### src/rtl/lpm_xor_acc.sv
// lpm_xor_acc -- framed XOR checksum accumulator.
//
// Each accepted beat carries lpm_size words of lpm_width bits. The words of
// one beat are XOR-folded into a single word, and the folded words of a frame
// (sop .. eop) are XOR-accumulated. At eop the checksum is presented on
// result/result_valid together with the saturating beat count, and held until
// downstream takes it with result_ready.
//
// Ports
//   clock         rising-edge clock
//   aclr_n        asynchronous active-low clear
//   data          beat payload, word j at [j*lpm_width +: lpm_width]
//   in_valid      beat valid
//   in_sop        first beat of frame (qualified by in_valid)
//   in_eop        last beat of frame (qualified by in_valid)
//   in_ready      block can accept a beat
//   result        frame checksum (inverted when lpm_mode is "XNOR")
//   result_valid  result / beat_count / cnt_ovf are valid
//   result_ready  downstream accepts the result
//   beat_count    beats in the reported frame (saturating)
//   cnt_ovf       reported frame had more than 2^lpm_cntw-1 beats
//   err_orphan    one-cycle pulse: beat dropped outside a frame
//   err_abort     one-cycle pulse: open frame restarted by a new sop
module lpm_xor_acc #(
   parameter string lpm_type  = "lpm_xor_acc",
   parameter int    lpm_width = 8,
   parameter int    lpm_size  = 4,
   parameter int    lpm_cntw  = 8,
   parameter string lpm_mode  = "XOR",
   parameter string lpm_hint  = "UNUSED"
) (
   input  logic                          clock,
   input  logic                          aclr_n,
   input  logic [lpm_size*lpm_width-1:0] data,
   input  logic                          in_valid,
   input  logic                          in_sop,
   input  logic                          in_eop,
   output logic                          in_ready,
   output logic [lpm_width-1:0]          result,
   output logic                          result_valid,
   input  logic                          result_ready,
   output logic [lpm_cntw-1:0]           beat_count,
   output logic                          cnt_ovf,
   output logic                          err_orphan,
   output logic                          err_abort
);

   typedef enum logic [1:0] {
      ST_IDLE  = 2'd0,
      ST_ACCUM = 2'd1,
      ST_HOLD  = 2'd2
   } state_t;

   localparam bit                  xnor_c    = (lpm_mode == "XNOR");
   localparam logic [lpm_cntw-1:0] cnt_one_c = lpm_cntw'(1'b1);
   localparam logic [lpm_cntw-1:0] cnt_max_c = {lpm_cntw{1'b1}};

   // Elaboration-time parameter legality checks.
   if (lpm_width < 1) begin : g_bad_width
      $error("lpm_xor_acc: lpm_width must be at least 1");
   end
   if (lpm_size < 1) begin : g_bad_size
      $error("lpm_xor_acc: lpm_size must be at least 1");
   end
   if (lpm_cntw < 1) begin : g_bad_cntw
      $error("lpm_xor_acc: lpm_cntw must be at least 1");
   end
   if ((lpm_mode != "XOR") && (lpm_mode != "XNOR")) begin : g_bad_mode
      $error("lpm_xor_acc: lpm_mode must be \"XOR\" or \"XNOR\"");
   end
   if (lpm_type == "") begin : g_bad_type
      $error("lpm_xor_acc: lpm_type must not be empty");
   end
   // lpm_hint is informational only; this empty block just references it.
   if (lpm_hint == "") begin : g_hint_empty
   end

   // XOR of all words presented in one beat.
   function automatic logic [lpm_width-1:0] beat_xor(input logic [lpm_size*lpm_width-1:0] d);
      logic [lpm_width-1:0] r;
      r = '0;
      for (int j = 0; j < lpm_size; j++) begin
         r = r ^ d[j*lpm_width +: lpm_width];
      end
      return r;
   endfunction

   // Output polarity; only the reported result is inverted, never the accumulator.
   function automatic logic [lpm_width-1:0] out_pol(input logic [lpm_width-1:0] x);
      return xnor_c ? ~x : x;
   endfunction

   state_t               state_r, state_s;
   logic [lpm_width-1:0] acc_r, acc_s;
   logic [lpm_cntw-1:0]  count_r, count_s;
   logic                 ovf_r, ovf_s;
   logic [lpm_width-1:0] result_r, result_s;
   logic [lpm_cntw-1:0]  beat_count_r, beat_count_s;
   logic                 cnt_ovf_r, cnt_ovf_s;
   logic                 orphan_r, orphan_s;
   logic                 abort_r, abort_s;
   logic                 accept_s;
   logic                 fresh_s;
   logic [lpm_width-1:0] beat_s;
   logic [lpm_cntw-1:0]  count_inc_s;
   logic                 count_sat_s;

   assign in_ready     = (state_r != ST_HOLD) | result_ready;
   assign result_valid = (state_r == ST_HOLD);
   assign result       = result_r;
   assign beat_count   = beat_count_r;
   assign cnt_ovf      = cnt_ovf_r;
   assign err_orphan   = orphan_r;
   assign err_abort    = abort_r;

   // Beat fold and saturating count increment.
   always_comb begin
      accept_s    = in_valid & in_ready;
      beat_s      = beat_xor(data);
      count_sat_s = (count_r == cnt_max_c);
      if (count_sat_s) begin
         count_inc_s = count_r;
      end else begin
         count_inc_s = count_r + cnt_one_c;
      end
   end

   // Next-state and datapath update; fresh_s marks a beat that opens a frame
   // from a frame-less context (IDLE, retiring HOLD, or abort in ACCUM).
   always_comb begin
      state_s      = state_r;
      acc_s        = acc_r;
      count_s      = count_r;
      ovf_s        = ovf_r;
      result_s     = result_r;
      beat_count_s = beat_count_r;
      cnt_ovf_s    = cnt_ovf_r;
      orphan_s     = 1'b0;
      abort_s      = 1'b0;
      fresh_s      = 1'b0;
      case (state_r)
         ST_IDLE: begin
            fresh_s = accept_s;
         end
         ST_ACCUM: begin
            if (accept_s) begin
               if (in_sop) begin
                  abort_s = 1'b1;
                  fresh_s = 1'b1;
               end else if (in_eop) begin
                  state_s      = ST_HOLD;
                  result_s     = out_pol(acc_r ^ beat_s);
                  beat_count_s = count_inc_s;
                  cnt_ovf_s    = ovf_r | count_sat_s;
               end else begin
                  acc_s   = acc_r ^ beat_s;
                  count_s = count_inc_s;
                  ovf_s   = ovf_r | count_sat_s;
               end
            end else begin
               state_s = ST_ACCUM;
            end
         end
         ST_HOLD: begin
            if (result_ready) begin
               state_s = ST_IDLE;
               fresh_s = in_valid;
            end else begin
               state_s = ST_HOLD;
            end
         end
         default: begin
            state_s = ST_IDLE;
         end
      endcase
      if (fresh_s) begin
         if (in_sop) begin
            acc_s   = beat_s;
            count_s = cnt_one_c;
            ovf_s   = 1'b0;
            if (in_eop) begin
               state_s      = ST_HOLD;
               result_s     = out_pol(beat_s);
               beat_count_s = cnt_one_c;
               cnt_ovf_s    = 1'b0;
            end else begin
               state_s = ST_ACCUM;
            end
         end else begin
            orphan_s = 1'b1;
         end
      end else begin
         orphan_s = 1'b0;
      end
   end

   // State and output registers with asynchronous clear.
   always_ff @(posedge clock or negedge aclr_n) begin
      if (!aclr_n) begin
         state_r      <= ST_IDLE;
         acc_r        <= '0;
         count_r      <= '0;
         ovf_r        <= 1'b0;
         result_r     <= '0;
         beat_count_r <= '0;
         cnt_ovf_r    <= 1'b0;
         orphan_r     <= 1'b0;
         abort_r      <= 1'b0;
      end else begin
         state_r      <= state_s;
         acc_r        <= acc_s;
         count_r      <= count_s;
         ovf_r        <= ovf_s;
         result_r     <= result_s;
         beat_count_r <= beat_count_s;
         cnt_ovf_r    <= cnt_ovf_s;
         orphan_r     <= orphan_s;
         abort_r      <= abort_s;
      end
   end

endmodule

### config.mk
export PLATFORM = sky130hd
export DESIGN_NAME = lpm_xor_acc
export DESIGN_NICKNAME = d
export VERILOG_FILES = /design/src/rtl/lpm_xor_acc.sv
export SDC_FILE = /design/constraint.sdc
export NUM_CORES = 1
export LEC_CHECK = 0
export CAP_MARGIN = 20
export CELL_PAD_IN_SITES_DETAIL_PLACEMENT = 1
export CELL_PAD_IN_SITES_GLOBAL_PLACEMENT = 1
export CORE_ASPECT_RATIO = 1.1
export CORE_MARGIN = 10
export CORE_UTILIZATION = 30
export CTS_CLUSTER_SIZE = 30
export DETAILED_ROUTE_END_ITERATION = 8
export GPL_TIMING_DRIVEN = 1
export PLACE_DENSITY_LB_ADDON = 0.1
export RECOVER_POWER = 25
export SLEW_MARGIN = 20
export SYNTH_ARGS = -nofsm -noshare
export SYNTH_HDL_FRONTEND = slang
export SYNTH_SLANG_ARGS = --single-unit
### constraint.sdc
create_clock -name clock -period 1.77 [get_ports clock]
set_clock_uncertainty 0.15 [all_clocks]
set_input_delay 0.354 -clock clock [delete_from_list [all_inputs] [get_ports clock]]
set_output_delay 0.354 -clock clock [all_outputs]
set_load 0.05 [all_outputs]
---- After elaboration in Yosys (flattened, before gate mapping) ----
Cells that the tools add are included.
operators by class
  add/subtract/negate cells ............... 1
  eq/ne operators ......................... 4
  multiplexer cells ....................... 55
  bitwise logic cells ..................... 7
  reduce and logical (&&, ||, !) cells .... 1
operators by type and width
  kind                                                                    count
  8-bit 2-to-1 mux                                                        27
  8-bit bitwise XOR                                                       4
  1-bit 2-to-1 mux                                                        19
  2-bit 2-to-1 mux                                                        7
  8-bit by 1-bit adder with 8-bit output (second input constant)          1
  8-bit equality test (second input constant)                             1
  2-bit case mux with 3 select lines                                      1
  1-bit case mux with 3 select lines                                      1
  2-bit by 1-bit equality test with 1-bit output (second input constant)  1
  2-bit equality test (second input constant)                             1
  2-bit zero test                                                         1
  2-bit inequality test (second input constant)                           1
  1-bit OR                                                                2
  1-bit AND                                                               1
word-level totals
  bits in registers ....................... 38
  input port bits ......................... 38
  logic and storage cells ................. 77

---- Depth between registers and ports, before layout ----
  word-level depth ........................ 11
  depth in mapped cells ................... 6

---- Least setup slack after synthesis ----
OpenSTA, ideal clock, no wires.
  path type ............................... flip-flop to flip-flop
  from .................................... reg count_r[0]
  to ...................................... reg count_r[5]
  data arrival time ....................... 1494 ps
  required time ........................... 1496 ps
  setup slack ............................. 2 ps
  cell stages (with the launch flop) ...... 6
  clock period less this slack ............ 1768 ps
  cells stage by stage .................... dfrtp_1 -> ha_1 -> nand3_1 -> o2111ai_2 -> and3_1 -> a211o_1
between the ends
  word-level cells in the longest chain between the ends .. 8
ends and longest elaborated chain
  item                                                                           RTL line  RTL
  start: declaration                                                             95        logic [lpm_cntw-1:0] count_r, count_s;
  start signal: assignment                                                       212       count_r <= count_s;
  8-bit by 1-bit adder with 8-bit output or 8-bit equality test (tied branches)  124, 120
  8-bit 2-to-1 mux *                                                             121       if (count_sat_s) begin
  8-bit 2-to-1 mux *                                                             150       end else if (in_eop) begin
  8-bit 2-to-1 mux *                                                             147       if (in_sop) begin
  8-bit 2-to-1 mux *                                                             146       if (accept_s) begin
  8-bit 2-to-1 mux *                                                             141       case (state_r)
  8-bit 2-to-1 mux                                                               177       if (in_sop) begin
  8-bit 2-to-1 mux *                                                             176       if (fresh_s) begin
  named net count_s[5]                                                           95
Mark *: on every way through the listed nets, which the timed path passes. The rest lies on a longest branch.

---- Final worst setup path ----
  from .................................... reg state_r[1]
  to ...................................... out in_ready
between the ends
  word-level cells in the longest chain between the ends .. 2
ends and longest elaborated chain
  item                      RTL line  RTL
  start: declaration        93        state_t state_r, state_s;
  start signal: assignment  210       state_r <= state_s;
  2-bit inequality test     108       assign in_ready = (state_r != ST_HOLD) | result_ready;
  1-bit OR                  108
  end: declaration          38        output logic in_ready,
Every way passes these cells.

==> results.yml <==
status:
  status: "complete, but fails checks"
  violations: "negative setup slack"
power_and_ir_drop:
  power.density_nw_per_um2: 958
  ir_worst_vdd_v: 0.000421
  p_leak_uw: 0.00149
flow_run:
  drv_cap: 0
synthesis:
  synth-simple-area-share_pct: 18.9
  synth_cells: 230
  synth.top_cell.area_share_pct: 43.0
  yosys_most_used_dff: "dfrtp_1"
  async_flop_share_pct: 100
  synth_edf_count: 0
  synth.area.top_cells: "dfrtp_1, xnor2_1, nand2_1, nand3_1, a21oi_1"
  synth_cell_types: 40
  synth-adder-area-share_pct: 0.565
  synthTopCellsByCount: "dfrtp_1, nand2_1, xnor2_1"
  synth_compound_area_share_pct: 20.9
  synth_top_family_by_area: "compound AO/OA/AOI/OAI gates"
  ys_warn_count: 0
  yosysTopAreaCell: "dfrtp_1"
  synth_area_sq_um: 2210
  ys_seq_area_share_pct: 43.0
  yosysMostFrequentCell: "dfrtp_1"
  syn_nets: 269
  ys_ff_latch: 38
  synthMuxAreaShare_pct: 1.36
  avgSynthCellArea_sq_um: 9.62
  synth_xor_area_share_pct: 11.1
hold_path:
  hold_path.class: "in2reg"
clocking:
  worstSkewPairLatency_ps: 290
  cts-buffers-inserted: 5
  clkSinkCount: 38
  cts_tree: "yes"
  path_clk_slew_ps: 80
  cts.path.max_buffers: 2
  clock-root-buffer: "clkbuf_8"
  h-tree-depth: 2
routing:
  ant_nets: 0
  drc: 0
  routed_via_density: 5.11
  drtPass1Iterations: 4
  drtIter0Drc: 60
  routedWlPerCell_um: 16.5
  drt_wl_total_mm: 6.77
  num_vias: 2099
grt:
  antenna_found_initial: 0
  grt_use_met3_pct: 3.18
  busiest_layer: "met2"
  grt_max_degree: 18
  met2_usage_pct: 22.6
  grt_pass1_wl_mm: 11.4
  grt_util_all_layers_pct: 12.5
  grtUsageMet1_pct: 14.1
  grt_pass1_vias: 2298
  overflow: 0
die:
  coreArea_sq_um: 7090
  dieArea_sq_um: 11200
  die_h_um: 110
  num_io_pins: 59
  rows: 32
  die_width_um: 102
  start_util_pct: 31.2
sta:
  hold_ws_ps: 212
  slew_headroom_pct: 69.6
  setup_ws_ps: -18.8
  drv_slew: 0
  setup_viol: 1
  final-hold-violation-count: 0
  finalCritPeriodShare_pct: 101
  tightest_slew_ps: 456
  fmax_mhz: 559
  grt_setup_unrepaired: "yes"
  period_needed_ps: 1790
finish:
  stdcell_count: 411
  area_growth_pct: 60.4
  antenna_cells: 0
  nNetsFinal: 364
  final_layout_size_suffix_gt1_share_pct: 28.8
placed_design:
  gp_congestion: 0.821
  place_hpwl_mm: 5.13
  port_buffers: 58
  place_inst: 395
worst_setup_path:
  critPathLaunchType: "flip-flop"
  endpoint_kind: "primary output"
  worstPathMaxFanout: 2
  cp.arrival_ps: 1280
  setup.worst_path.class: "reg2out"
  critical_path_required_ps: 1270
## power breakdown
part / switching [uW] / total, uW / internal, uW
clock network: 343 / 945 / 602
registers: 171 / 1200 / 1030
logic: 625 / 1250 / 629
## area by class of cell
class                           instances  area (sq um)
Fill cell                             781          3540
Sequential cell                        38           953
Timing Repair Buffer                  102          1120
Tap cell                               85           106
Multi-Input combinational cell        177          1220
Clock buffer                            6          82.6
Inverter                                1          3.75
Clock inverter                          2          60.1
## flip-flops by register name, indices dropped and copies added (netlist names)
register    cells
acc_r           8
beat_count      8
count_r         8
result          8
state_r         2
cnt_ovf         1
err_abort       1
err_orphan      1
ovf_r           1
## through the flow
stage                     instance area (sq um)  power, uW  setup WS [ps]  util, %  setup TNS, ps
after floorplan                            2210       1800           2.38        -              0
after global placement                     3270       2410           -325     46.2          -7950
after detailed placement                   3270       2440           -341     46.2          -8350
after CTS                                  3460       3410          -10.8     48.8          -36.9
after global routing                       3550       3570          -55.7     50.1           -180
final                                      3550       3400          -18.8     50.1          -18.8
## cell usage in the layout, fill, tap and decap left out, types with 2 or more instances in the layout
| cell type | count |
|---|---|
| o21a_1 | 9 |
| dlymetal6s2s_1 | 3 |
| o21ai_0 | 6 |
| dfrtp_2 | 2 |
| nor2_4 | 2 |
| nand3_1 | 21 |
| xor2_1 | 3 |
| bufinv_16 | 2 |
| nor2_1 | 8 |
| o221a_1 | 5 |
| nor3_1 | 6 |
| nand2_1 | 28 |
| xnor2_1 | 25 |
| o211ai_1 | 12 |
| mux2i_1 | 3 |
| buf_4 | 42 |
| buf_12 | 20 |
| and3_1 | 3 |
| a21oi_1 | 19 |
| clkdlybuf4s50_1 | 32 |
| dfrtp_1 | 36 |
| clkbuf_8 | 6 |
| a21o_1 | 2 |
| o221a_2 | 3 |
## worst max-delay path, cell delays in order (launching register included)
cell and delay (ps):
dfrtp_2 400, inv_2 50, or3_4 390, buf_8 160
## metal layers
metal / vias to the layer above / share of wire, %
met1: 1026 / 41
li1: 1021 / -
met2: 47 / 52
met3: 5 / 5.5
met5: - / 0
met4: 0 / 1.1
## timing repair
item	4_1_cts	5_1_grt
pin swaps	0	9
endpoints found under the setup margin	7	30
gates resized for setup	7	14
setup buffers	2	5
endpoints found under the hold margin	14	0
hold buffers	1	0
## cells by family after synthesis
family	Yosys count
simple gates	81
compound gates	64
flops	38
xor+xnor	28
buf+inv	15
mux	3
fa+ha+maj	1
## worst paths after layout
check | cells past startpoint | slack [ps] | endpoint | start
max in group asynchronous | 3 | 580 | acc_r[4]$_DFF_PN0_ | aclr_n
worst max register to register | 6 | 10 | result[3]$_DFF_PN0_ | state_r[1]$_DFF_PN0_
min in group asynchronous | 2 | 390 | beat_count[6]$_DFF_PN0_ | aclr_n
worst min-delay path | 2 | 210 | err_orphan$_DFF_PN0_ | in_sop
worst max-delay path | 3 | -20 | in_ready | state_r[1]$_DFF_PN0_
worst min register to register | 2 | 360 | ovf_r$_DFF_PN0_ | ovf_r$_DFF_PN0_
Power figures use the tool's default switching activity.
